==> src/rtl/fetch_prefetch_unit.sv <==
// Instruction-fetch stage: issues ROM reads against a credit limit, queues returned commands
// with their addresses, and hands them to decode; branch redirect flushes and squashes.
module fetch_prefetch_unit #(
  parameter int unsigned        DATA_W   = 14,
  parameter int unsigned        ADDR_W   = 12,
  parameter int unsigned        DEPTH    = 4,
  parameter logic [ADDR_W-1:0]  RESET_PC = '0
) (
  input  logic                       clk,
  input  logic                       reset,
  input  logic                       pause_READ,
  input  logic                       redirect_valid,
  input  logic [ADDR_W-1:0]          redirect_addr,
  output logic                       rom_rd,
  output logic [ADDR_W-1:0]          rom_addr,
  input  logic [DATA_W-1:0]          rom_data,
  output logic                       cmd_valid,
  output logic [DATA_W-1:0]          cmd_data,
  output logic [ADDR_W-1:0]          cmd_addr,
  input  logic                       cmd_ready,
  output logic [$clog2(DEPTH+1)-1:0] level
);

  localparam int unsigned PTR_W = (DEPTH > 1) ? $clog2(DEPTH) : 1;
  localparam int unsigned CNT_W = $clog2(DEPTH + 1);

  logic [ADDR_W-1:0] pc_q;
  logic              inflight_q;
  logic [ADDR_W-1:0] inflight_addr_q;
  logic [PTR_W-1:0]  rd_ptr_q, wr_ptr_q;
  logic [CNT_W-1:0]  count_q;
  logic [ADDR_W-1:0] mem_addr_q [DEPTH];
  logic [DATA_W-1:0] mem_data_q [DEPTH];

  logic [CNT_W:0] credit_used;
  logic           push, pop;

  function automatic logic [PTR_W-1:0] ptr_inc(input logic [PTR_W-1:0] p);
    return (p == PTR_W'(DEPTH - 1)) ? '0 : p + PTR_W'(1);
  endfunction

  // Entries queued plus the read in flight must stay below DEPTH; a same-cycle pop does
  // not count, which keeps the issue path independent of cmd_ready.
  always_comb begin
    credit_used = {1'b0, count_q} + (CNT_W + 1)'(inflight_q);
    rom_rd      = reset & ~pause_READ & ~redirect_valid & (credit_used < (CNT_W + 1)'(DEPTH));
    push        = inflight_q & ~redirect_valid;
    pop         = cmd_valid & cmd_ready & ~redirect_valid;
  end

  always_comb begin
    rom_addr  = pc_q;
    level     = count_q;
    cmd_valid = (count_q != '0);
    cmd_data  = cmd_valid ? mem_data_q[rd_ptr_q] : '0;
    cmd_addr  = cmd_valid ? mem_addr_q[rd_ptr_q] : '0;
  end

  always_ff @(posedge clk or negedge reset) begin
    if (!reset) begin
      pc_q            <= RESET_PC;
      inflight_q      <= 1'b0;
      inflight_addr_q <= '0;
      rd_ptr_q        <= '0;
      wr_ptr_q        <= '0;
      count_q         <= '0;
    end else if (redirect_valid) begin
      // The return landing this cycle is dropped along with the queue contents.
      pc_q       <= redirect_addr;
      inflight_q <= 1'b0;
      rd_ptr_q   <= '0;
      wr_ptr_q   <= '0;
      count_q    <= '0;
    end else begin
      inflight_q <= rom_rd;
      if (rom_rd) begin
        pc_q            <= pc_q + ADDR_W'(1);
        inflight_addr_q <= pc_q;
      end
      if (push) wr_ptr_q <= ptr_inc(wr_ptr_q);
      if (pop)  rd_ptr_q <= ptr_inc(rd_ptr_q);
      unique case ({push, pop})
        2'b10:   count_q <= count_q + CNT_W'(1);
        2'b01:   count_q <= count_q - CNT_W'(1);
        default: count_q <= count_q;
      endcase
    end
  end

  // Storage needs no reset: cmd_data/cmd_addr are masked while the queue is empty.
  always_ff @(posedge clk) begin
    if (push) begin
      mem_addr_q[wr_ptr_q] <= inflight_addr_q;
      mem_data_q[wr_ptr_q] <= rom_data;
    end
  end

endmodule

==> config.mk <==
export PLATFORM = sky130hd
export DESIGN_NAME = fetch_prefetch_unit
export DESIGN_NICKNAME = d
export VERILOG_FILES = /design/src/rtl/fetch_prefetch_unit.sv
export SDC_FILE = /design/constraint.sdc
export NUM_CORES = 1
export LEC_CHECK = 0
export CELL_PAD_IN_SITES_DETAIL_PLACEMENT = 1
export CELL_PAD_IN_SITES_GLOBAL_PLACEMENT = 1
export CORE_MARGIN = 3
export CORE_UTILIZATION = 35
export DETAILED_ROUTE_END_ITERATION = 12
export GPL_ROUTABILITY_DRIVEN = 0
export PLACE_DENSITY_LB_ADDON = 0.3
export SYNTH_ARGS = -nofsm -noshare
export SYNTH_HDL_FRONTEND = slang
export SYNTH_SLANG_ARGS = --single-unit
==> constraint.sdc <==
create_clock -name clk -period 2.4 [get_ports clk]
set_input_delay 0.48 -clock clk [delete_from_list [all_inputs] [get_ports clk]]
set_output_delay 0.48 -clock clk [all_outputs]
set_load 0.02 [all_outputs]
==> results of run 1 <==
==> per-stage QoR <==
| step | setup slack [ns] | total power [mW] | instance area [um^2] | util |
|---|---|---|---|---|
| after detailed placement | -0.139 | 4.85 | 6780 | 0.439 |
| after floorplan | 0.306 | 3.92 | 5620 | - |
| final | -0.0207 | 7.18 | 7330 | 0.475 |
| after CTS | -0.0857 | 7.25 | 7330 | 0.475 |
| after global placement | -0.135 | 4.80 | 6780 | 0.439 |
| after global routing | -0.0971 | 7.54 | 7330 | 0.475 |
==> worst min-delay path by stage <==
stage | from | to | cells after the start
finish | inflight_addr_q[1] | mem_addr_q[0][1] | 0
global route | inflight_addr_q[5] | mem_addr_q[0][5] | 0
CTS | inflight_addr_q[1] | mem_addr_q[0][1] | 0
detailed placement | inflight_addr_q[1] | mem_addr_q[0][1] | 0
global placement | inflight_addr_q[6] | mem_addr_q[2][6] | 0
floorplan | reset | inflight_addr_q[0] | 0
==> where the power goes <==
group | internal [mW] | total, mW | switching, mW
registers | 2.74 | 2.93 | 0.192
clock network | 1.50 | 2.41 | 0.908
logic | 0.880 | 1.85 | 0.965
==> repair_timing <==
item / in CTS / in global routing
setup endpoints to repair: 28 / 21
buffers inserted: 7 / 3
pin swaps: 1 / 0
resized for setup: 114 / 22
cloned: 2 / 0
==> flip-flops by register name (all words and copies together) (netlist names) <==
name / count
mem_data_q: 56
mem_addr_q: 48
inflight_addr_q: 12
rom_addr: 12
level: 3
rd_ptr_q: 2
wr_ptr_q: 2
inflight_q: 1
==> layer usage <==
metal,vias up,track usage
met2,101,0.244
met5,-,0
met4,0,0.0485
met1,1667,0.192
li1,1504,-
met3,12,0.0445
==> logic make-up after synthesis <==
logic type	Yosys count	share of synthesized area
AO/OA/AOI/OAI	28	0.0377
multiplexers	34	0.119
AND/OR/NAND/NOR	110	0.106
XOR/XNOR	2	0.00312
buffers and inverters	23	0.0194
adder cells (fa/ha/maj)	7	0.0169
flip-flops	136	0.699
==> final cells by class <==
type                       instances  area (um^2)
timing repair buffer             101          952
fill                            1554         8090
multi-input combinational        181         1620
clock inverter                    13          111
clock buffer                      19          433
inverter                           7         26.3
sequential                       136         3930
tap                              211          264
==> cell usage in the layout, fill, tap and decap left out, types with 6 or more instances in the layout <==
cell type,n
buf_6,7
buf_12,7
buf_2,17
clkbuf_16,17
mux4_2,26
nor2_1,9
clkdlybuf4s50_1,45
buf_4,22
ha_1,6
edfxtp_1,104
o21ai_0,11
nand2_1,35
nor2b_1,22
nor3_1,9
dfrtp_1,30
inv_1,7
mux2i_1,8
==> results.txt, run 1 <==
Placeable Area: 15,400 um^2
average wire per standard cell: 18.6 um
# hold bufs at CTS: 0
CTS tree: yes
vias per cell: 4.92
Pwr Density: 979 nW/um^2
clock root buffer master: clkbuf_16
post-synth cell types: 39
Post-Syn Instances: 340
Area contributors post-synth: edfxtp_1, dfrtp_1, mux4_2
Final setup viols: 4
crit path kind: reg -> out
CP Cell Sequence: buf_12 > buf_4 > mux4_2 > nor2b_4 > buf_6
drt first pass iters: 5
Iteration-0 DRC Markers: 196
Period minus WS final: 2.42 ns
die width: 133 um
Via Count: 3,284
max frequency: 0.413 GHz
total gr overflow: 0
RSZ-0062 raised after global routing: yes
Post-Route WL: 12,400 um
synthesized cell area: 5620 um^2
setup TNS: -0.0454 ns
crit-path leading delay family: multiplexers
critical-path maximum fanout: 5
Critical R2R Capture: level[2]
Critical R2R Launch: level[2]
cell type with the highest aggregate area in the netlist: edfxtp_1
Port Buf Inserts: 73
Buf/Inv on CP: 3
share of layout cells above drive strength 1: 0.265
met2 routed WL: 6050 um
Worst path max stage delay: 0.52 ns
Worst Clk Skew: 0.00559 ns
top sig layer: met4
top-count cell post-synth: edfxtp_1
max cap viols: 0
CTS Buf Count: 17
I/O pin cnt: 74
failing checks: setup timing
CP max-delay cell: mux4_2
Die Ht: 133 um
Reg2Reg Depth: 7
dominant synthesized flop cell: edfxtp_1
Reg clk slew, reported paths: 0.06 ns
R2R setup slack: 0.22 ns
P&R area growth vs syn: 30.6%
Antenna Nets Post-Route: 0
Starting Density: 0.364
CP Depth: 5
Hold WS: 0.525 ns
run status: finished with violations
CP endpoint: cmd_addr[1]
worst-margin pin slew: 0.408 ns
global-route wire length before repair: 20,200 um
EDFF count, synth: 104
Final period util: 1.01
CP startpoint kind: register
Non-Filler Instances: 668
die area: 17,600 um^2
fin. max-slew vios: 0
Max Buffers Root-to-Sink: 2
nets@finish: 482
asr flop ratio synth: 0.235
CP arrival: 1.94 ns
largest net degree at the start of global routing: 33
met3 WL: 679 um
Ys Warns: 0
vias in the first global route: 3,662
Tot GR Track Use: 0.149
setup ws final: -0.0207 ns
# diodes: 0
crit end category: primary output
Residual DRC: 0
required time of the critical path: 1.92 ns
Slew HR: 0.728
net count after synthesis: 378
Seq/Total Area, Yosys: 0.699
initial antenna violation count: 0
CTS Sinks: 136
Worst Setup SP: rd_ptr_q[0]
Hold/Removal Path Class: reg -> reg
met1 wire length: 5530 um
Hold Violations, Final: 0
placed insts: 627
Avg Cell Area, Syn: 16.5 um^2
Post-synth top cells: edfxtp_1, nand2_1, dfrtp_1
Synth Register Bits: 136
area share of the largest cell type after synthesis: 0.556
Worst IR Drop VDD: 0.494 mV
H-tree depth: 4
Clk Latency, worst-skew pair: 0.41 ns
DP HPWL: 7660 um
P_leak: 2.72 nW
Rows: 45
No activity file was read; power rests on OpenSTA's default activity.
==> inputs of run 2 (changes only) <==
--- a/config.mk
+++ b/config.mk
@@ -11,6 +11,7 @@
 export CORE_UTILIZATION = 35
 export DETAILED_ROUTE_END_ITERATION = 12
 export GPL_ROUTABILITY_DRIVEN = 0
+export MAX_ROUTING_LAYER = met4
 export PLACE_DENSITY_LB_ADDON = 0.3
 export SYNTH_ARGS = -nofsm -noshare
 export SYNTH_HDL_FRONTEND = slang
==> results.txt, run 2 (synthesis gave the netlist of run 1 again) <==
run status: finished with violations
failing checks: setup timing
Starting Density: 0.364 (unchanged)
CP arrival: 1.95 ns (about the same)
commonest non-fill, non-tap cell in the layout: edfxtp_1
commonest cells after routing, fill and taps aside: edfxtp_1, clkdlybuf4s50_1, nand2_1
Worst IR Drop VDD: 0.493 mV (-0.10%)
max FFs per register: 56 (unchanged)
Hold/Removal Path Class: reg -> reg
nets@finish: 482 (unchanged)
initial antenna violation count: 0 (unchanged)
setup ws final: -0.0262 ns (-0.00557 ns)
share of layout cells above drive strength 1: 0.265 (unchanged)
largest net degree at the start of global routing: 33 (unchanged)
Final setup viols: 4 (unchanged)
Slew HR: 0.724 (-0.00469)
Filler Cell Count: 1,554 (unchanged)
# hold bufs at CTS: 0 (unchanged)
Period minus WS final: 2.43 ns (+0.00557 ns)
# diodes: 0 (unchanged)
max frequency: 0.412 GHz (-0.23%)
vias per cell: 4.91 (about the same)
switching share of power: 0.287 (about the same)
cell internal pwr: 5.12 mW (about the same)
biggest regs: mem_data_q x56, mem_addr_q x48
Antenna Nets Post-Route: 0 (unchanged)
H-tree depth: 4 (unchanged)
total gr overflow: 0 (unchanged)
P&R area growth vs syn: 30.6% (unchanged)
CTS Sinks: 136 (unchanged)
critical-path maximum fanout: 5 (unchanged)
Flop pwr share: 0.408 (about the same)
Max Buffers Root-to-Sink: 2 (unchanged)
Tot GR Track Use: 0.154 (+0.00453)
Placeable Area: 15,400 um^2 (unchanged)
Psw: 2.06 mW (-0.12%)
clock root buffer master: clkbuf_16
fin. max-slew vios: 0 (unchanged)
Iteration-0 DRC Markers: 186 (-5.1%)
crit path kind: reg -> out
Clk Latency, worst-skew pair: 0.41 ns (about the same)
vias in the first global route: 3,658 (-0.11%)
final core utilization: 0.475 (unchanged)
worst-margin pin slew: 0.415 ns (+0.00703 ns)
Top reg by flops: mem_data_q
Hold WS: 0.528 ns (+0.00341 ns)
placed insts: 627 (unchanged)
CTS tree: yes
P_leak: 2.72 nW (unchanged)
Reg clk slew, reported paths: 0.06 ns (about the same)
Port Buf Inserts: 73 (unchanged)
Post-Route WL: 12,400 um (unchanged)
average wire per standard cell: 18.6 um (unchanged)
Via Count: 3,282 (-0.061%)
CP startpoint kind: register
required time of the critical path: 1.92 ns (about the same)
drt first pass iters: 4 (-1)
Hold Violations, Final: 0 (unchanged)
cell area after layout: 7330 um^2 (unchanged)
Logic pwr share: 0.257 (about the same)
die width: 133 um (unchanged)
max cap viols: 0 (unchanged)
Worst Clk Skew: 0.00542 ns (-0.000169 ns)
Non-Filler Instances: 668 (unchanged)
I/O pin cnt: 74 (unchanged)
Final period util: 1.01 (+0.00232)
RSZ-0062 raised after global routing: yes
crit end category: primary output
Pwr Density: 979 nW/um^2 (about the same)
DP HPWL: 7660 um (unchanged)
Residual DRC: 0 (unchanged)
part of the power in the clock network: 0.335 (about the same)
global-route wire length before repair: 20,200 um (unchanged)
CTS Buf Count: 17 (unchanged)
Rows: 45 (unchanged)
Area after DPL: 6780 um^2 (unchanged)
die area: 17,600 um^2 (unchanged)
Die Ht: 133 um (unchanged)
## run 2: cell counts in the layout (fill, tap and decap cells not counted)
No cell type changed its count.
## run 2: layout make-up
class / count / area [um^2] / share of cell area
flip-flops and latches: 136 / 3930 / 0.535
multi-input cells: 181 / 1620 / 0.221
repair buffers: 101 / 952 / 0.130
clock buffers: 19 / 433 / 0.0590
well taps: 211 / 264 / 0.0360
clock inverters: 13 / 111 / 0.0152
inverters: 7 / 26.3 / 0.00358
## run 2: power groups by stage
stage,Combinational [mW],Sequential [mW],Clock (mW)
after floorplan,0.968,2.95,0
after global placement,1.85,2.94,0
after detailed placement,1.88,2.96,0
after CTS,1.87,2.93,2.45
after global routing,2.01,2.96,2.56
final,1.85,2.93,2.40
## run 2: worst paths after layout
check / startpoint / endpoint / slack [ns] / cells past startpoint
setup / recovery: rd_ptr_q[0] / cmd_addr[1] / -0.03 / 5
hold / removal: inflight_addr_q[1] / mem_addr_q[0][1] / 0.53 / 0
setup reg to reg: level[2] / level[2] / 0.22 / 7
hold reg to reg: inflight_addr_q[1] / mem_addr_q[0][1] / 0.53 / 0
max in group asynchronous: reset / rd_ptr_q[0] / 1.42 / 3
min in group asynchronous: reset / rom_addr[9] / 0.66 / 3
## run 2: repair_timing
item	CTS	global route
pin swaps	1	0
resized for setup	114	22
setup endpoints to repair	28	21
gates cloned	2	0
buffers inserted	7	3
## run 2: layer usage
| metal | track usage | vias to the layer above | part of all wire |
|---|---|---|---|
| li1 | - | 1504 | - |
| met1 | 0.193 | 1677 | 0.45 |
| met2 | 0.244 | 89 | 0.49 |
| met3 | 0.0422 | 12 | 0.047 |
| met4 | 0.0485 | 0 | 0.011 |
| met5 | - | - | 0 |
## run 2: worst max-delay path, cell delays in order (launching register included)
cell     delay [ns]
dfrtp_2        0.48
buf_12         0.14
buf_4          0.10
mux4_2         0.53
nor2b_4        0.16
buf_6          0.13
## run 2: through the flow
step	total power, mW	worst slack [ns]	TNS (ns)
CTS	7.25	-0.0857	-0.763
finish	7.18	-0.0262	-0.0492
global placement	4.80	-0.135	-0.135
global route	7.54	-0.0971	-0.950
detailed placement	4.85	-0.139	-0.277
floorplan	3.92	0.306	0
